`config.mk`:
```
export PLATFORM = sky130hd
export DESIGN_NAME = distortion_multi
export DESIGN_NICKNAME = d
export VERILOG_FILES = /design/src/rtl/distortion_pkg.sv /design/src/rtl/distortion_shaper.sv /design/src/rtl/distortion_multi.sv
export SDC_FILE = /design/constraint.sdc
export NUM_CORES = 1
export LEC_CHECK = 0
export BUFFER_PORTS_ARGS = -buffer_cell sky130_fd_sc_hd__buf_4
export CORE_MARGIN = 2
export CORE_UTILIZATION = 25
export DETAILED_ROUTE_END_ITERATION = 10
export PLACE_DENSITY = 0.5
export REMOVE_ABC_BUFFERS = 1
export SETUP_SLACK_MARGIN = 0.05
export SLEW_MARGIN = 15
export SYNTH_ARGS = -nofsm -noshare
export SYNTH_HDL_FRONTEND = slang
export SYNTH_SLANG_ARGS = --single-unit
```
`constraint.sdc`:
```
create_clock -name CLK -period 14.5 [get_ports CLK]
set_input_delay 0.725 -clock CLK [delete_from_list [all_inputs] [get_ports CLK]]
set_output_delay 0.725 -clock CLK [all_outputs]
set_load 0.005 [all_outputs]
```
`src/rtl/distortion_pkg.sv`:
```
// Shared types and limits for the multi-channel threshold distortion.
// Latency: n/a (types and constant functions only).
// Backpressure: n/a.
// Contents: mode_e (shaping mode), state_e (frame FSM), sat_max/sat_min (signed range of a width).
package distortion_pkg;

  typedef enum logic [1:0] {
    MODE_BOOST = 2'd0,
    MODE_HARD  = 2'd1,
    MODE_SOFT  = 2'd2,
    MODE_ASYM  = 2'd3
  } mode_e;

  typedef enum logic [1:0] {
    ST_IDLE  = 2'd0,
    ST_GAIN  = 2'd1,
    ST_SHAPE = 2'd2,
    ST_DONE  = 2'd3
  } state_e;

  // Signed limits of a dw-bit two's complement value (dw <= 63).
  function automatic logic signed [63:0] sat_max(input int dw);
    return (64'sd1 <<< (dw - 1)) - 64'sd1;
  endfunction

  function automatic logic signed [63:0] sat_min(input int dw);
    return -(64'sd1 <<< (dw - 1));
  endfunction

endpackage

```
`src/rtl/distortion_shaper.sv`:
```
// Combinational shaping stage: maps a gained sample to boost/hard/soft/asym output plus clip flag.
// Latency: 0 cycles (pure combinational, registered by the caller).
// Backpressure: none; evaluated every cycle, consumed only in the SHAPE state.
// Ports: g_i gained sample, thr_i threshold magnitude, mode_i shaping mode,
//        sat_i gain-stage saturated, out_o shaped sample, flag_o clip flag.
module distortion_shaper
  import distortion_pkg::*;
#(
  parameter int DATA_WIDTH = 32,
  parameter int KNEE_SHIFT = 2
) (
  input  logic signed [DATA_WIDTH-1:0] g_i,
  input  logic        [DATA_WIDTH-2:0] thr_i,
  input  mode_e                        mode_i,
  input  logic                         sat_i,
  output logic signed [DATA_WIDTH-1:0] out_o,
  output logic                         flag_o
);

  // One extra bit so |most-negative| is representable.
  localparam int MW = DATA_WIDTH + 1;
  localparam logic [MW-1:0] MAG_MAX = MW'(sat_max(DATA_WIDTH));

  logic          neg;
  logic [MW-1:0] g_ext;
  logic [MW-1:0] mag;
  logic [MW-1:0] t_ext;
  logic [MW-1:0] knee;
  logic [MW-1:0] mag_out;
  logic [MW-1:0] res;
  logic          over;
  logic          use_knee;

  assign neg      = g_i[DATA_WIDTH-1];
  assign g_ext    = {g_i[DATA_WIDTH-1], g_i};
  assign mag      = neg ? (~g_ext + MW'(1)) : g_ext;
  assign t_ext    = {2'b00, thr_i};
  assign over     = mag > t_ext;
  assign knee     = t_ext + ((mag - t_ext) >> KNEE_SHIFT);
  // Asym mode clips hard on the positive half and bends softly on the negative half.
  assign use_knee = (mode_i == MODE_SOFT) || ((mode_i == MODE_ASYM) && neg);
  assign mag_out  = use_knee ? ((knee > MAG_MAX) ? MAG_MAX : knee) : t_ext;
  assign res      = neg ? (~mag_out + MW'(1)) : mag_out;

  always_comb begin
    out_o  = g_i;
    flag_o = 1'b0;
    if (mode_i == MODE_BOOST) begin
      flag_o = sat_i;
    end else if (over) begin
      out_o  = res[DATA_WIDTH-1:0];
      flag_o = 1'b1;
    end
  end

endmodule

```
`src/rtl/distortion_multi.sv`:
```
// Multi-channel threshold distortion: per-frame saturating pre-gain then shared shaper, channel by channel.
// Latency: y/y_valid after edge t+2*CHANNELS+1 for a strobe sampled at edge t; en=0 gives 1-cycle registered bypass.
// Backpressure: none; audio_ready while busy or in DONE drops the frame (counted when DISTORTION_OVERRUN_CNT_EN is defined).
// Ports: CLK, rst (sync, active high), en, audio_ready, x (frame), threshold, gain, mode,
//        y (frame), y_valid, busy, indicator (per-channel clip), overrun_cnt (only with DISTORTION_OVERRUN_CNT_EN).
module distortion_multi
  import distortion_pkg::*;
#(
  parameter int DATA_WIDTH = 32,
  parameter int CHANNELS   = 2,
  parameter int GAIN_WIDTH = 8,
  parameter int GAIN_FRAC  = 4,
  parameter int KNEE_SHIFT = 2
) (
  input  logic                           CLK,
  input  logic                           rst,
  input  logic                           en,
  input  logic                           audio_ready,
  input  logic [CHANNELS*DATA_WIDTH-1:0] x,
  input  logic [DATA_WIDTH-1:0]          threshold,
  input  logic [GAIN_WIDTH-1:0]          gain,
  input  logic [1:0]                     mode,
  output logic [CHANNELS*DATA_WIDTH-1:0] y,
  output logic                           y_valid,
  output logic                           busy,
  output logic [CHANNELS-1:0]            indicator
`ifdef DISTORTION_OVERRUN_CNT_EN
  ,output logic [15:0]                   overrun_cnt
`endif
);

  localparam int CW = (CHANNELS > 1) ? $clog2(CHANNELS) : 1;
  localparam int PW = DATA_WIDTH + GAIN_WIDTH + 1;
  localparam logic signed [PW-1:0] P_MAX = PW'(sat_max(DATA_WIDTH));
  localparam logic signed [PW-1:0] P_MIN = PW'(sat_min(DATA_WIDTH));

  state_e                           state_q;
  logic [CW-1:0]                    ch_q;
  logic [CHANNELS*DATA_WIDTH-1:0]   x_q;
  logic [GAIN_WIDTH-1:0]            gain_q;
  mode_e                            mode_q;
  logic [DATA_WIDTH-2:0]            thr_q;
  logic signed [DATA_WIDTH-1:0]     g_q;
  logic                             sat_q;
  logic [CHANNELS*DATA_WIDTH-1:0]   ybuf_q;
  logic [CHANNELS-1:0]              fbuf_q;
  logic [CHANNELS*DATA_WIDTH-1:0]   y_q;
  logic                             y_valid_q;
  logic                             busy_q;
  logic [CHANNELS-1:0]              ind_q;

  // Threshold is a magnitude; its sign bit carries no meaning.
  logic unused_thr_msb;
  assign unused_thr_msb = threshold[DATA_WIDTH-1];

  // Gain stage: signed multiply by unsigned gain, arithmetic shift, saturate.
  logic signed [DATA_WIDTH-1:0] x_cur;
  logic signed [PW-1:0]         p_d;
  logic signed [PW-1:0]         p_sh;
  logic signed [DATA_WIDTH-1:0] g_d;
  logic                         sat_d;

  assign x_cur = x_q[ch_q*DATA_WIDTH +: DATA_WIDTH];
  assign p_d   = PW'(x_cur) * PW'($signed({1'b0, gain_q}));
  assign p_sh  = p_d >>> GAIN_FRAC;

  always_comb begin
    g_d   = p_sh[DATA_WIDTH-1:0];
    sat_d = 1'b0;
    if (p_sh > P_MAX) begin
      g_d   = P_MAX[DATA_WIDTH-1:0];
      sat_d = 1'b1;
    end else if (p_sh < P_MIN) begin
      g_d   = P_MIN[DATA_WIDTH-1:0];
      sat_d = 1'b1;
    end
  end

  logic signed [DATA_WIDTH-1:0] shp_out_d;
  logic                         shp_flag_d;

  distortion_shaper #(
    .DATA_WIDTH (DATA_WIDTH),
    .KNEE_SHIFT (KNEE_SHIFT)
  ) u_shaper (
    .g_i    (g_q),
    .thr_i  (thr_q),
    .mode_i (mode_q),
    .sat_i  (sat_q),
    .out_o  (shp_out_d),
    .flag_o (shp_flag_d)
  );

  always_ff @(posedge CLK) begin
    if (rst) begin
      state_q   <= ST_IDLE;
      ch_q      <= '0;
      x_q       <= '0;
      gain_q    <= '0;
      mode_q    <= MODE_BOOST;
      thr_q     <= '0;
      g_q       <= '0;
      sat_q     <= 1'b0;
      ybuf_q    <= '0;
      fbuf_q    <= '0;
      y_q       <= '0;
      y_valid_q <= 1'b0;
      busy_q    <= 1'b0;
      ind_q     <= '0;
    end else if (!en) begin
      // Bypass: abandon any frame in flight and pass input straight through.
      state_q   <= ST_IDLE;
      ch_q      <= '0;
      busy_q    <= 1'b0;
      ind_q     <= '0;
      y_q       <= x;
      y_valid_q <= audio_ready;
    end else begin
      y_valid_q <= 1'b0;
      case (state_q)
        ST_IDLE: begin
          if (audio_ready) begin
            x_q     <= x;
            gain_q  <= gain;
            mode_q  <= mode_e'(mode);
            thr_q   <= threshold[DATA_WIDTH-2:0];
            ch_q    <= '0;
            busy_q  <= 1'b1;
            state_q <= ST_GAIN;
          end
        end
        ST_GAIN: begin
          g_q     <= g_d;
          sat_q   <= sat_d;
          state_q <= ST_SHAPE;
        end
        ST_SHAPE: begin
          ybuf_q[ch_q*DATA_WIDTH +: DATA_WIDTH] <= shp_out_d;
          fbuf_q[ch_q]                           <= shp_flag_d;
          if (ch_q == CW'(CHANNELS - 1)) begin
            state_q <= ST_DONE;
          end else begin
            ch_q    <= ch_q + CW'(1);
            state_q <= ST_GAIN;
          end
        end
        ST_DONE: begin
          y_q       <= ybuf_q;
          ind_q     <= fbuf_q;
          y_valid_q <= 1'b1;
          busy_q    <= 1'b0;
          state_q   <= ST_IDLE;
        end
        default: state_q <= ST_IDLE;
      endcase
    end
  end

`ifdef DISTORTION_OVERRUN_CNT_EN
  logic [15:0] ovr_q;

  // Any strobe outside IDLE (busy or DONE) with the effect enabled is a dropped frame.
  always_ff @(posedge CLK) begin
    if (rst) begin
      ovr_q <= '0;
    end else if (en && audio_ready && (state_q != ST_IDLE) && (ovr_q != 16'hFFFF)) begin
      ovr_q <= ovr_q + 16'd1;
    end
  end

  assign overrun_cnt = ovr_q;
`endif

  assign y         = y_q;
  assign y_valid   = y_valid_q;
  assign busy      = busy_q;
  assign indicator = ind_q;

endmodule

```
==> results of run 1 <==
==> metal layers <==
metal	global-route usage [%]	part of all wire, %
met3	2.01	5.4
met4	2.13	1.1
met1	23.2	49
met5	0	0.014
met2	24.3	44
==> synth_stat cells, types with 5 or more instances <==
cell type	number	area share (%)
nand2b_1	19	0.48
clkbuf_1	145	2.2
and4_1	7	0.25
and3_1	13	0.33
nand3b_1	12	0.36
a311oi_1	65	2.3
xor2_1	39	1.4
mux2i_1	12	0.48
nor2b_1	27	0.68
nor4_1	7	0.18
o21a_1	29	0.87
o32ai_1	36	1.3
and2_1	152	3.8
mux2_2	33	1.5
or2_2	14	0.35
nor2_1	216	3.3
nor3_1	26	0.52
nand4_1	13	0.33
o211ai_1	27	0.81
a21o_1	56	1.7
inv_1	312	4.7
dfxtp_1	275	22
or4_1	5	0.15
a41oi_1	5	0.18
buf_1	18	0.27
o31a_1	7	0.25
o31ai_1	24	0.72
o21ai_0	72	1.4
a211oi_1	18	0.54
fa_1	199	16
or3_1	34	0.85
nand3_1	36	0.72
ha_1	147	7.4
xnor2_1	99	3.5
o41ai_1	9	0.32
a31oi_1	13	0.33
buf_2	7	0.14
o2111ai_1	5	0.18
a211o_1	10	0.35
nand2_1	579	8.7
o21bai_1	11	0.33
a21oi_1	234	4.7
o22ai_1	11	0.28
==> flip-flops by register name (all words and copies together), names as in the netlist <==
register,count
y,64
thr_q,31
fbuf_q,2
ybuf_q,64
g_q,32
ch_q,1
x_q,64
sat_q,1
indicator,2
busy,1
y_valid,1
mode_q,2
state_q,2
gain_q,8
==> cells by family (layout without fill, tap and decap cells) <==
group	after synthesis	after routing	share of synthesized area (%)
flip-flops	275	275	22.1
adder cells (fa/ha/maj)	346	346	23.3
multiplexers	45	45	1.97
buffers and inverters	484	578	7.36
AO/OA/AOI/OAI	678	678	18.7
AND/OR/NAND/NOR	1179	1179	21.7
XOR/XNOR	138	138	4.85
==> worst min-delay path, cell delays in order <==
cell	delay (ns)
buf_4	0.11
nand2_1	0.05
a21oi_1	0.05
==> stage by stage <==
| stage | setup slack [ns] | hold slack, ns | power [mW] | cells |
|---|---|---|---|---|
| 2_1_floorplan | 6.78 | 0.427 | 1.36 | 2973 |
| 3_3_place_gp | 5.26 | 0.440 | 1.60 | 4466 |
| 3_5_place_dp | 5.19 | 0.443 | 1.60 | 4466 |
| 4_1_cts | 5.10 | 0.388 | 2.51 | 4526 |
| 5_1_grt | 4.39 | 0.403 | 2.63 | 4526 |
| 6_report | 4.86 | 0.423 | 2.49 | 4526 |
==> power groups by stage <==
stage                     combinational (mW)  sequential (mW)  clock (mW)
after floorplan                        0.528            0.827           0
after global placement                 0.771            0.831           0
after detailed placement               0.772            0.831           0
after CTS                              0.777            0.815       0.915
after global routing                   0.865            0.819       0.948
final                                  0.780            0.815       0.891
==> cell type report <==
cell class                 instances  area share, %
clock buffer                      44           3.39
clock inverter                    16          0.625
inverter                         312           4.09
multi-input combinational       2386           61.6
sequential                       275           19.2
tap                             1287           5.62
timing repair buffer             206           5.43
==> worst paths after layout <==
kind                                     from    endpoint  slack (ns)  depth (start not counted)
worst max register to register         g_q[2]  ybuf_q[18]        4.86                         29
worst min-delay path            threshold[19]   thr_q[19]        0.42                          3
worst max-delay path                   g_q[2]  ybuf_q[18]        4.86                         29
worst min register to register        x_q[54]     x_q[54]        0.45                          2
==> metrics, run 1 <==
Starting DRT DRC Count=between 1,500 and 2,000; crit start category=flop; ys async rst share=0%; htree depth=2; Num Clock Sinks=275; die height=320 µm; outcome=completed; Hold Vio Cnt, Final=0; maxcap violations=0; CTS tree=done; critical path's largest stage delay=slightly below 0.8 ns; most frequent cells in the layout=578 x nand2_1, 312 x inv_1, 273 x dfxtp_1; Nets=approximately 3,700; Tightest Pin Transition=roughly 1.0 ns; Finished Cell Area=approximately 0.029 mm²; TritonCTS buffer count=35; Flop pwr share=around a third; Top FF cell, synth=dfxtp_1; slowest CP cell=a211oi_1; antenna violations before repair=4; setup violators final=0; via/cell ratio=approximately 4.8; sequential area share after synthesis=between 20 and 25%; die area=~0.10 mm²; RSZ-0062 raised after global routing=false; number of global-route vias before repair=21,200; Gate power share=a little under a third; synthesized flop and latch total=about 280; clock slew at reported path FFs=roughly 0.06 ns; Synth Warn #=0; leakage=around 12 nW; post-route ant nets=0; Worst Skew=0.0313 ns; largest net degree at the start of global routing=131; area of the mapped netlist=0.0249 mm²; most common cell after layout, fill and taps aside=nand2_1; final core occ=29.0%; initial core utilization=~25%; syn_area_per_cell=around 8 µm²; clock network power share=approximately 36%; internal power=1.60 mW; ant diodes=0; DR WL/cell=between 15 and 20 µm; number of I/O pins=around 180; Post-DP HPWL=61,500 µm; Post-DP Area=about 0.027 mm²; Worst Path Buf+Inv=0; grt ovf=0; area added between synthesis and finish=14.8%; GP Congestion=approximately 0.85; Post-Syn Instances=between 3,000 and 4,000; DRC viols=0; first-pass GRT wire length=about 130,000 µm; Die W=approximately 320 µm; share of layout cells above drive strength 1=10.9%; GRT Total Usage=15.6%; WP data required=14.88 ns; fillers=10,800; slew margin rel.=between 30% and 40%; Crit path max-delay family=simple AND/OR/NAND/NOR gates; Yosys cell types=86; PwrDens=roughly 87 mW/mm²; post_cts resized=0; routed vias=22,000; area of the multi-input gates=~0.018 mm²; Net Switching=between 800 and 900 µW; Skew-Pair Late Insertion Delay=between 0.5 and 0.6 ns; Peak VDD IR=between 60 and 70 µV; Crit Path Max Fanout=11; hold-fix buffers at CTS=0; Post-synth EDFFs=0; min Tclk post-route=9.64 ns; crit end category=flop; postcts setup bufs=0; critical path class=flop to flop; IO buf count=approximately 180; 1st-pass router iterations=5; wirelength, routed=around 80,000 µm; CTS Buffer Depth=3; CORE AREA=a little under 0.1 mm²; Reg area=0.00551 mm²; Final Slew Violations=0; Worst Hold Class=input pin to flop; fmax=about 100 MHz; fin crit share=between 60% and 70%; clk root buf=clkbuf_16; Rows=115; crit path DAT=10.03 ns; Setup TNS Final=0 ns; Sw Ratio=35.7%
(Power assumes the default switching activity.)
==> run 2: changes to the inputs <==
--- a/config.mk
+++ b/config.mk
@@ -5,11 +5,12 @@
 export SDC_FILE = /design/constraint.sdc
 export NUM_CORES = 1
 export LEC_CHECK = 0
+export ABC_AREA = 1
 export BUFFER_PORTS_ARGS = -buffer_cell sky130_fd_sc_hd__buf_4
 export CORE_MARGIN = 2
 export CORE_UTILIZATION = 25
 export DETAILED_ROUTE_END_ITERATION = 10
-export PLACE_DENSITY = 0.5
+export PLACE_DENSITY = 0.51
 export REMOVE_ABC_BUFFERS = 1
 export SETUP_SLACK_MARGIN = 0.05
 export SLEW_MARGIN = 15
==> constraint.sdc (replaced) <==
create_clock -name CLK -period 8.2 [get_ports CLK]
set_input_delay 0.41 -clock CLK [delete_from_list [all_inputs] [get_ports CLK]]
set_output_delay 0.41 -clock CLK [all_outputs]
set_load 0.005 [all_outputs]
==> run 2 against run 1 <==
Against the previous run:
- clock power increased by 93%
- global-route usage increased by 1.1 points
- clock-buffer cell count increased by 2
- combinational power increased by 150%
- sequential power increased by 77%
- critical path type unchanged
- total power increased by 100%
- final area increased by 3.6%
- first-iteration DRC count increased by 9.2%
- worst setup slack got worse by 4.1 ns
- largest cell class unchanged
==> metrics, run 2 <==
outcome=completed; number of I/O pins=about 180; Top FF cell, synth=dfxtp_1; Worst Hold Class=input pin to flop; routed vias=about 24,000; via/cell ratio=around 4.6; initial core utilization=between 20% and 30%; DRC viols=0; Skew-Pair Late Insertion Delay=0.58 ns; GP Congestion=0.908; final cell count without fillers=between 5,000 and 6,000; synth top area cells=dfxtp_1 22%, fa_1 16%, nand2_1 12%, inv_1 8.4%, nor2_1 7.8%; Rows=117; CP Capture Point=ybuf_q[30]; crit end category=flop; post-placement setup slack=about 0.88 ns; PwrDens=roughly 170 mW/mm²; Power Total=roughly 5.1 mW; fin crit share=between 90% and 100%; Nets=between 4,000 and 5,000; CTS tree=done; clock slew at reported path FFs=around 0.07 ns; setup violators final=0; Net Switching=approximately 2.0 mW; Flop pwr share=between 20 and 30%; ys async rst share=0%; Finished Cell Area=about 0.030 mm²; Peak VDD IR=120 µV; most frequent cells in the layout=822 x nand2_1, 571 x inv_1, 525 x nor2_1; final core occ=slightly below 30%; Worst Skew=between 0.03 and 0.04 ns; Gate power share=between 30 and 40%; critical path's largest stage delay=about 0.40 ns; Post-DP Area=roughly 0.028 mm²; Tightest Pin Transition=1.22 ns; area of the mapped netlist=roughly 0.026 mm²; antenna violations before repair=6; Setup TNS Final=0 ns; Final Slew Violations=0; TritonCTS buffer count=35; post-synthesis mux area share=0.0392%; largest net degree at the start of global routing=91; Hold WS=between 0.06 and 0.07 ns; Synth Warn #=0; maxcap violations=0; clk root buf=clkbuf_16; CP most frequent cell=nand2_1; reg2reg start=g_q[0]; slew margin rel.=between 10% and 20%; largest family of logic cells by synthesized area=simple AND/OR/NAND/NOR gates; most common cell after layout, fill and taps aside=nand2_1; Critical Path Source=g_q[0]; wirelength, routed=approximately 88,000 µm; critical path class=flop to flop; sequential area share after synthesis=around 22%; clock network power share=approximately a third; Post-Syn Instances=between 3,000 and 4,000; post_cts resized=0; fmax=approximately 130 MHz; CTS Buffer Depth=3; post-route ant nets=0; WP data required=~8.7 ns; 1st-pass router iterations=7; Num Clock Sinks=about 280; Crit Path Max Fanout=8; slowest CP cell=ha_1; Worst Path Buf+Inv=5; Yosys cell types=57; Post-Synth Adder-Cell Area=between 20 and 25%; Synth area leader=dfxtp_1; Worst R2R Setup Slack=just under 0.8 ns; Worst R2R Path Depth=38; number of global-route vias before repair=approximately 23,000; share of layout cells above drive strength 1=about a tenth; Post-DP HPWL=69,200 µm; Crit path max-delay family=simple AND/OR/NAND/NOR gates; Setup WS post-layout=~0.77 ns; die height=roughly 320 µm; crit start category=flop; Placed Cells=between 5,000 and 6,000; IO buf count=~180; synthesized flop and latch total=about 280; count leader, synth=nand2_1; Sw Ratio=between 40% and 50%; grt ovf=0; Synth Area in Simple Gates=roughly a quarter; XOR/XNOR Fraction of Synth Area=under 10%; internal power=a little over 3 mW; min Tclk post-route=about 7.4 ns; Worst path depth=38; GRT Total Usage=16.7%; FF-to-FF End=ybuf_q[30]; Yosys top cell area share=roughly 22%; ant diodes=0; htree depth=2; Die W=324 µm; Starting DRT DRC Count=approximately 1,700; RSZ-0062 raised after global routing=false; crit path DAT=slightly below 8 ns; fillers=roughly 11,000; Post-synth EDFFs=0; first-pass GRT wire length=136,000 µm; die area=0.105 mm²; area added between synthesis and finish=16.1%; Synth top cells by count=822 x nand2_1, 572 x inv_1, 528 x nor2_1; Hold Vio Cnt, Final=0; DR WL/cell=roughly 17 µm; CORE AREA=approximately 0.1 mm²; compound-cell area share of the yosys netlist=approximately 15%; syn_area_per_cell=roughly 6.8 µm²; leakage=about 15 nW
[run 2: cell count changes in the layout (fill, tap and decap cells not counted), moves of 38 or more]
| cell | change |
|---|---|
| inv_1 | +259 |
| a31oi_1 | +67 |
| nor2_1 | +311 |
| nand3_1 | +78 |
| a311oi_1 | -65 |
| and2_1 | -146 |
| xnor2_1 | -60 |
| o21ai_0 | +217 |
| nand2_1 | +244 |
| xor2_1 | +38 |
| a21o_1 | -51 |
[run 2: kinds of logic (layout without fill, tap and decap cells)]
logic type,Yosys count,count (layout)
buf+inv,729,877
flops,275,275
xor+xnor,116,116
fa+ha+maj,346,346
compound gates,676,676
mux,1,1
simple gates,1615,1615
[run 2: worst min path at each step]
stage | depth (start not counted) | startpoint | slack, ns | end
after floorplan | 2 | ybuf_q[11] | 0.45 | y[11]
after global placement | 2 | y[32] | 0.47 | y[32]
after detailed placement | 2 | busy | 0.47 | busy
after CTS | 3 | x[44] | 0.03 | x_q[44]
after global routing | 3 | x[13] | 0.04 | x_q[13]
final | 3 | x[44] | 0.07 | x_q[44]
[run 2: area by class of cell]
class / instances / area (µm²) / area share [%]
Multi-Input combinational cell: 2754 / 17300 / 58.2
Clock inverter: 18 / 282 / 0.949
Clock buffer: 46 / 958 / 3.23
Sequential cell: 275 / 5510 / 18.6
Tap cell: 1368 / 1710 / 5.77
Inverter: 587 / 2210 / 7.45
Timing Repair Buffer: 226 / 1720 / 5.81
[run 2: repair_timing]
action,4_1_cts,5_1_grt
hold buffers,0,0
setup endpoints to repair,0,3
setup buffers,0,3
[run 2: metal layers]
metal  track usage (%)  wire length [µm]
met1              24.4             43200
met2              26.0             37900
met3              2.44              5210
met4              3.51              1690
met5                 0                 0
[run 2: worst min-delay path, delay by kind of cell]
family | cells | cell delay [ns]
and+or+nand+nor | 2 | 0.12
buffers and inverters | 1 | 0.09
[run 2: power by group through the flow]
| stage | sequential [mW] | combinational, mW | clock, mW |
|---|---|---|---|
| finish | 1.44 | 1.93 | 1.72 |
| global route | 1.45 | 2.17 | 1.81 |
| CTS | 1.44 | 1.93 | 1.76 |
| detailed placement | 1.47 | 1.91 | 0 |
| global placement | 1.47 | 1.91 | 0 |
| floorplan | 1.47 | 1.31 | 0 |
==> run 3: changes to the inputs <==
--- a/config.mk
+++ b/config.mk
@@ -10,7 +10,7 @@
 export CORE_MARGIN = 2
 export CORE_UTILIZATION = 25
 export DETAILED_ROUTE_END_ITERATION = 10
-export PLACE_DENSITY = 0.51
+export PLACE_DENSITY = 0.5
 export REMOVE_ABC_BUFFERS = 1
 export SETUP_SLACK_MARGIN = 0.05
 export SLEW_MARGIN = 15
==> constraint.sdc (replaced) <==
create_clock -name CLK -period 7.19 [get_ports CLK]
set_input_delay 0.3595 -clock CLK [delete_from_list [all_inputs] [get_ports CLK]]
set_output_delay 0.3595 -clock CLK [all_outputs]
set_load 0.005 [all_outputs]
==> run 3 against run 2 <==
Against the previous run:
- combinational power rose by 18%
- register-to-register slack got worse by 0.21 ns
- sequential share of layout area fell by 0.43 points
- hold slack got worse by 0.033 ns
- cell count rose by 1.2%
- clock power rose by 20%
- sequential power rose by 15%
- core utilization rose by 0.70 points
- total power rose by 17%
- critical endpoint is now g_q[22]
- largest cell class unchanged
==> metrics, run 3 (same netlist as run 2, synthesis figures left out) <==
outcome=completed; reg2reg start=ch_q; fillers=roughly 11,000; clk root buf=clkbuf_16; Hold Vio Cnt, Final=0; Worst R2R Setup Slack=approximately 0.56 ns; CTS tree=done; Sw Ratio=about 40%; Worst R2R Path Depth=25; min Tclk post-route=roughly 6.6 ns; number of global-route vias before repair=~23,000; largest net degree at the start of global routing=96; Num Clock Sinks=between 200 and 300; Starting DRT DRC Count=1,720; routed vias=24,300; share of layout cells above drive strength 1=a little under an eighth; Worst Hold Class=input pin to flop; setup violators final=0; antenna violations before repair=1; GP Congestion=roughly 0.89; Net Switching=roughly 2.3 mW; 1st-pass router iterations=5; maxcap violations=0; IO buf count=176; crit start category=flop; Setup WS post-layout=~0.56 ns; final core occ=~30%; Final Slew Violations=0; Worst Skew=between 0.03 and 0.04 ns; htree depth=2; Nets=approximately 4,400; hold_sp=x[63]; TritonCTS buffer count=36; FF-to-FF End=g_q[22]; number of I/O pins=~180; DRC viols=0; Flop pwr share=27.6%; WP data required=roughly 7.7 ns; fmax=around 150 MHz; Setup TNS Final=0 ns; Gate power share=between 30% and 40%; DR WL/cell=roughly 17 µm; CTS Buffer Depth=3; clock slew at reported path FFs=roughly 0.060 ns; crit end category=flop; RSZ-0062 raised after global routing=false; grt ovf=0; die area=approximately 0.10 mm²; first-pass GRT wire length=138,000 µm; leakage=14.9 nW; initial core utilization=25.1%; PwrDens=197 mW/mm²; post-placement setup slack=about 0.31 ns; CORE AREA=a little over 0.1 mm²; Tightest Pin Transition=between 1 and 1.5 ns; Skew-Pair Late Insertion Delay=around 0.58 ns; most frequent cells in the layout=818 x nand2_1, 571 x inv_1, 521 x nor2_1; post-route ant nets=0; hold path endpoint=x_q[63]; wirelength, routed=between 80,000 and 90,000 µm; Rows=between 100 and 150; die height=324 µm; Post-DP HPWL=70,600 µm; Die W=about 320 µm; Reg area=0.00551 mm²; Peak VDD IR=115 µV; via/cell ratio=~4.6; fin crit share=92.2%; hold-critical path depth=3; area of the multi-input gates=0.0174 mm²; most common cell after layout, fill and taps aside=nand2_1; clock network power share=34.4%; Crit Path Max Fanout=16; slew margin rel.=about a quarter; crit path DAT=roughly 7.1 ns; GRT Total Usage=around 17%; internal power=about 3.6 mW; area added between synthesis and finish=18.8%; critical path class=flop to flop
run 3: power by group through the flow:
stage	sequential, mW	clock, mW	combinational [mW]
floorplan	1.67	0	1.50
global placement	1.68	0	2.23
detailed placement	1.68	0	2.22
CTS	1.64	2.12	2.25
global route	1.65	2.18	2.54
finish	1.65	2.06	2.27
run 3: layer usage:
layer	global-route usage (%)	routed length, µm	up-vias
li1	-	-	12200
met5	0	0	-
met1	25.5	45300	11500
met2	26.1	38800	558
met3	1.80	4170	69
met4	3.14	1420	0
run 3: timing repair:
| item | 4_1_cts | 5_1_grt |
|---|---|---|
| resized for setup | 0 | 32 |
| hold buffers | 23 | 0 |
| setup buffers | 0 | 3 |
| endpoints found under the hold margin | 23 | 0 |
| endpoints found under the setup margin | 0 | 74 |
run 3: how the worst max path moves through the flow:
stage,startpoint,endpoint,slack [ns],depth (start not counted)
floorplan,en,gain_q[1],0.43,5
global placement,g_q[0],ybuf_q[58],0.33,39
detailed placement,g_q[0],ybuf_q[57],0.31,41
CTS,g_q[0],ybuf_q[57],0.23,41
global route,g_q[0],ybuf_q[26],0.04,43
finish,ch_q,g_q[22],0.56,25
run 3: cell type report:
| cell class | instances | share of cell area, % |
|---|---|---|
| clock buffers | 48 | 3.42 |
| repair buffers | 286 | 7.30 |
| inverters | 587 | 7.27 |
| well taps | 1368 | 5.64 |
| diodes | 1 | 0.00824 |
| flip-flops and latches | 275 | 18.1 |
| multi-input cells | 2754 | 57.3 |
| clock inverters | 16 | 0.964 |
run 3: through the flow:
stage	hold slack [ns]	std cells	total power, mW	cell area, µm²
after global routing	0.0157	5334	6.37	30400
after floorplan	0.429	3616	3.17	24900
after CTS	0.00000572	5331	6.02	30200
after global placement	0.466	5244	3.90	28700
after detailed placement	0.470	5244	3.90	28700
final	0.0342	5335	5.97	30400
run 3: critical path, cell delays in order (launching register included):
cell	delay [ns]
dfxtp_1	0.33
buf_4	0.22
o21ai_0	0.91
inv_1	0.19
nand2_1	0.15
fa_1	0.44
fa_1	0.53
fa_1	0.45
fa_1	0.55
inv_1	0.05
ha_1	0.36
a21oi_1	0.23
nand2_1	0.12
a21oi_1	0.16
o21ai_1	0.11
a21oi_1	0.32
o21ai_0	0.28
a21oi_1	0.37
inv_1	0.07
nand2_1	0.06
nand2_1	0.08
nand2_1	0.07
nand2_1	0.07
xor2_1	0.24
nand2_1	0.08
a21oi_1	0.13
